[config.mk]
export PLATFORM = sky130hd
export DESIGN_NAME = bcd_to_bin_seq
export DESIGN_NICKNAME = d
export VERILOG_FILES = /design/src/rtl/bcd_to_bin_seq_pkg.sv /design/src/rtl/bcd_to_bin_seq_digit_mac.sv /design/src/rtl/bcd_to_bin_seq.sv
export SDC_FILE = /design/constraint.sdc
export NUM_CORES = 1
export LEC_CHECK = 0
export ABC_AREA = 1
export CORE_ASPECT_RATIO = 2
export CORE_MARGIN = 2
export CORE_UTILIZATION = 55
export CTS_CLUSTER_SIZE = 20
export DETAILED_ROUTE_END_ITERATION = 7
export HOLD_SLACK_MARGIN = 0.02
export PLACE_DENSITY_LB_ADDON = 0.3
export SYNTH_ARGS = -nofsm -noshare
export SYNTH_HDL_FRONTEND = slang
export SYNTH_SLANG_ARGS = --single-unit
[constraint.sdc]
create_clock -name clk -period 2.4 [get_ports clk]
set_input_delay 0.24 -clock clk [delete_from_list [all_inputs] [get_ports clk]]
set_output_delay 0.24 -clock clk [all_outputs]
set_load 0.01 [all_outputs]
[src/rtl/bcd_to_bin_seq_pkg.sv]
// Shared types and constants for the sequential BCD-to-binary converter.
package bcd_to_bin_seq_pkg;

  typedef enum logic [1:0] {
    ST_IDLE = 2'd0,
    ST_CONV = 2'd1,
    ST_DONE = 2'd2
  } state_t;

  localparam logic [3:0] BCD_DIGIT_MAX = 4'd9;

endpackage

[src/rtl/bcd_to_bin_seq_digit_mac.sv]
// One MSD-first conversion step: acc*10 + digit, plus an out-of-range digit flag.
module bcd_digit_mac
  import bcd_to_bin_seq_pkg::*;
#(
  parameter int BIN_W = 14
) (
  input  logic [BIN_W-1:0] acc_in,
  input  logic [3:0]       digit,
  output logic [BIN_W-1:0] acc_out,
  output logic             digit_err
);

  // x10 built from shifts; the sum wraps modulo 2^BIN_W by construction
  always_comb begin
    acc_out   = (acc_in << 3) + (acc_in << 1) + BIN_W'(digit);
    digit_err = (digit > BCD_DIGIT_MAX);
  end

endmodule

[src/rtl/bcd_to_bin_seq.sv]
// Converts a packed BCD word to binary one digit per clock, with valid/ready
// handshakes on both sides and no overlap between words.
module bcd_to_bin_seq
  import bcd_to_bin_seq_pkg::*;
#(
  parameter int DIGITS = 4,
  parameter int BIN_W  = 14
) (
  input  logic                  clk,
  input  logic                  rst,
  input  logic                  in_valid,
  output logic                  in_ready,
  input  logic [4*DIGITS-1:0]   bcd_in,
  output logic                  out_valid,
  input  logic                  out_ready,
  output logic [BIN_W-1:0]      bin_out,
  output logic                  err
);

  localparam int CNT_W = (DIGITS > 1) ? $clog2(DIGITS) : 1;
  localparam logic [CNT_W-1:0] CNT_LAST = CNT_W'(DIGITS - 1);

  state_t                state_q, state_d;
  logic [4*DIGITS-1:0]   shreg_q, shreg_d;
  logic [BIN_W-1:0]      acc_q, acc_d;
  logic [CNT_W-1:0]      cnt_q, cnt_d;
  logic                  err_int_q, err_int_d;
  logic [BIN_W-1:0]      bin_out_q, bin_out_d;
  logic                  err_q, err_d;
  logic                  out_valid_q, out_valid_d;
  logic                  in_ready_q, in_ready_d;

  logic [BIN_W-1:0]      mac_acc;
  logic                  mac_err;

  bcd_digit_mac #(.BIN_W(BIN_W)) u_mac (
    .acc_in    (acc_q),
    .digit     (shreg_q[4*DIGITS-1 -: 4]),
    .acc_out   (mac_acc),
    .digit_err (mac_err)
  );

  always_comb begin
    state_d     = state_q;
    shreg_d     = shreg_q;
    acc_d       = acc_q;
    cnt_d       = cnt_q;
    err_int_d   = err_int_q;
    bin_out_d   = bin_out_q;
    err_d       = err_q;
    out_valid_d = out_valid_q;
    in_ready_d  = in_ready_q;

    case (state_q)
      ST_IDLE: begin
        if (in_valid) begin
          shreg_d    = bcd_in;
          acc_d      = '0;
          cnt_d      = '0;
          err_int_d  = 1'b0;
          in_ready_d = 1'b0;
          state_d    = ST_CONV;
        end
      end
      ST_CONV: begin
        acc_d     = mac_acc;
        err_int_d = err_int_q | mac_err;
        shreg_d   = shreg_q << 4;
        cnt_d     = cnt_q + CNT_W'(1);
        // Final digit: publish the freshly computed values, not the stale regs
        if (cnt_q == CNT_LAST) begin
          bin_out_d   = mac_acc;
          err_d       = err_int_q | mac_err;
          out_valid_d = 1'b1;
          cnt_d       = '0;
          state_d     = ST_DONE;
        end
      end
      ST_DONE: begin
        if (out_ready) begin
          out_valid_d = 1'b0;
          in_ready_d  = 1'b1;
          state_d     = ST_IDLE;
        end
      end
      default: begin
        out_valid_d = 1'b0;
        in_ready_d  = 1'b1;
        state_d     = ST_IDLE;
      end
    endcase
  end

  always_ff @(posedge clk) begin
    if (rst) begin
      state_q     <= ST_IDLE;
      shreg_q     <= '0;
      acc_q       <= '0;
      cnt_q       <= '0;
      err_int_q   <= 1'b0;
      bin_out_q   <= '0;
      err_q       <= 1'b0;
      out_valid_q <= 1'b0;
      in_ready_q  <= 1'b1;
    end else begin
      state_q     <= state_d;
      shreg_q     <= shreg_d;
      acc_q       <= acc_d;
      cnt_q       <= cnt_d;
      err_int_q   <= err_int_d;
      bin_out_q   <= bin_out_d;
      err_q       <= err_d;
      out_valid_q <= out_valid_d;
      in_ready_q  <= in_ready_d;
    end
  end

  assign in_ready  = in_ready_q;
  assign out_valid = out_valid_q;
  assign bin_out   = bin_out_q;
  assign err       = err_q;

endmodule

==> flow_summary.toml <==
[floorplan]
die_h_um = 105.4
num_rows = 37
die_area_mm2 = 0.005763
fp.dieW_um = 54.69
core_area_mm2 = 0.005046
start_util_pct = 56.01
io_pins = 37

[final_layout]
stdcell_count = 496
drive_above_1_share_pct = 6.164
nets = 482
syn_to_final_growth_pct = 18.42
antennaDiodeCount = 0

[clock_network]
cts.clk_slew.worst_paths_ps = 90
clkLatencyLatePin_ps = 300
cts_tree = "done"
htree_levels = 2
cts_sinks = 51
clk_path_buf_depth = 2
cts_buffers = 5
root_buffer = "clkbuf_8"

[worst_hold_path]
whs_path_depth = 2
hp-start = "bin_out[3]"
hold_class = "flip-flop to flip-flop"
min_to = "bin_out[3]"

[global_route]
grt_max_degree = 33
grt_pass1_vias = 2570
antenna_found_initial = 0
grt_pass1_wl_um = 10710
grtUsageTotal_pct = 23.94
grt.overflow.total = 0

[run_status]
run_status = "finished clean"

[worst_setup_path]
cp_slowest_cell = "fa_1"
critPathLaunchType = "flip-flop"
r2r_cells = 11
crit_arrival_ps = 2450
setup.reg_to_reg.worst_slack_ps = 130
regToRegEndpoint = "acc_q[9]"
cp-end-kind = "flip-flop"
critPathMaxStageDelay_ps = 570
cp_max_fo = 4
cp.required_ps = 2580
path_cells = "inv_1 > fa_1 > inv_1 > ha_1 > nand3_1 > nand3_2 > nand2_1 > nand2_2 > or2_2 > nand3_1 > a21oi_1"
path_class = "flip-flop to flip-flop"
worst_r2r_startpoint = "acc_q[0]"

[placed_design]
dp_cells = 486
gp_congestion = 0.8976
portBuffers = 36
dp_hpwl_um = 4474

[yosys]
synth-edff-count = 0
synth_area_mm2 = 0.002826
ys.warnings.count = 0
ys_types = 26
syn-instance-count = 403
synth_fp_nets = 448
ys_ff_latch = 51
synth-async-reset-ratio_pct = 0
seq_area_frac_synth_pct = 36.12
syn_area_per_cell_um2 = 7.014
synth_ff_type = "dfxtp_1"

[sta]
setup_viol = 0
max_freq_mhz = 440.5
post-route-period-util_pct = 94.58
hold_ws_ps = 468.6
period_minus_slack_ps = 2270
drv_slew = 0
rsz0062_at_grt = "true"
slew_headroom_pct = 70.62
worstMarginPinSlew_ps = 439.6
clock_skew_ps = 3.440
timing.final.hold_violations = 0

[route]
drt_iter0_drc = 74
via_per_inst = 5.258
drc = 0
vias = 2608
detail-route-antenna-nets = 0
wire_per_inst_um = 12.41
dr.pass1.iters = 5
route.final.wire_length_um = 6156

[job]
drv_cap = 0

[power]
p_int_uw = 1285
pwr-share-seq_pct = 52.2
power.share.clock_pct = 34.8
power_switching_share_pct = 25.29
p_per_area_mw_per_mm2 = 514.0
vdd_drop_max_mv = 0.3957
p_switching_uw = 435.1
p_leak_uw = 0.001570
p_comb_share_pct = 13.0
==> how the worst max path moves through the flow <==
stage	startpoint	endpoint
detailed placement	shreg_q[15]	acc_q[9]
finish	acc_q[0]	acc_q[9]
floorplan	shreg_q[15]	acc_q[9]
CTS	shreg_q[15]	acc_q[9]
global placement	shreg_q[15]	acc_q[9]
global route	acc_q[2]	acc_q[9]
==> layout by cell type (no fill, tap or decap) <==
cell type,count
fa_2,1
nor3_1,1
o21a_1,3
clkbuf_8,5
nand3_2,1
dfxtp_1,50
nor2_2,1
fa_1,1
a21oi_1,54
inv_6,1
o221ai_1,1
dfxtp_2,1
nand4_1,2
xnor2_1,3
nand2_2,2
o211ai_1,1
xor2_1,4
clkbuf_1,1
nor2_1,30
nand2_1,122
buf_4,7
o21ai_0,9
or2_2,2
clkdlybuf4s50_1,36
bufinv_16,1
inv_1,43
o21bai_1,6
nor2_4,3
inv_2,2
nand3_1,19
ha_1,23
o21ai_1,2
==> metal layers <==
layer  GRT usage [%]  vias up  share of wire [%]
li1                -     1357                  -
met1           29.85     1198                 43
met2           40.48       45                 52
met3           3.966        8                3.4
met4           6.607        0                1.3
met5               0        -                  0
==> power by group through the flow <==
stage | logic (uW) | registers (uW) | clock network, uW
after global placement | 215 | 916 | 0
after global routing | 252 | 903 | 641
after floorplan | 152 | 913 | 0
final | 224 | 899 | 598
after detailed placement | 220 | 918 | 0
after CTS | 221 | 898 | 618
==> registers in the layout, summed over array words and instances (netlist names) <==
signal / cells
shreg_q: 16
err: 1
cnt_q: 2
state_q: 2
bin_out: 14
out_valid: 1
in_ready: 1
acc_q: 13
err_int_q: 1
==> cells by family (layout without fill, tap and decap cells) <==
| group | Yosys count | count (layout) | synth area share, % |
|---|---|---|---|
| AOI/OAI and AO/OA | 76 | 76 | 14.48 |
| xor gates and xnor gates | 7 | 7 | 2.169 |
| adders and majority gates | 25 | 25 | 11.60 |
| buffers and inverters | 61 | 96 | 9.163 |
| DFF | 51 | 51 | 36.12 |
| and+or+nand+nor | 183 | 183 | 26.47 |
==> critical path: cells and delay by family, from the launching register on <==
family,cells,cell delay [ps]
buffers and inverters,2,130
AO/OA/AOI/OAI,1,60
flip-flops,1,370
adder cells (fa/ha/maj),2,870
AND/OR/NAND/NOR,6,720
==> metrics by stage <==
step	total power (uW)	util [%]	TNS, ps	cell area (um^2)	worst slack (ps)
after floorplan	1066	-	0	2826	246.0
after global placement	1131	63.55	0	3207	162.3
after detailed placement	1138	63.55	0	3207	93.67
after CTS	1737	65.76	0	3318	74.90
after global routing	1796	66.33	-28.94	3347	-16.47
final	1720	66.33	0	3347	130.0
==> cells in the mapped netlist, types with 3 or more instances <==
cell      number  share of area, %
o21bai_1       6               1.6
nor2_4         3               1.2
nor2_1        30               4.0
o21a_1         3              0.80
nand2_1      124                16
nand3_1       20               3.5
clkbuf_1       6              0.80
buf_2          6               1.1
dfxtp_1       51                36
a21oi_1       54               9.6
ha_1          23                10
o21ai_0        9               1.6
inv_1         43               5.7
xnor2_1        3              0.93
xor2_1         4               1.2
==> final cells by class <==
cell class	count	area, um^2
clock buffers	6	72.57
multi-input cells	291	1559
clock inverters	2	38.79
repair buffers	43	412.9
flip-flops and latches	51	1022
fillers	416	1699
well taps	58	72.57
inverters	45	168.9
==> repair_timing <==
action / CTS / global route
hold buffers: 0 / 0
setup buffers: 0 / 2
endpoints found under the setup margin: 0 / 10
gates resized for setup: 0 / 5
Power figures use the tool's default switching activity.
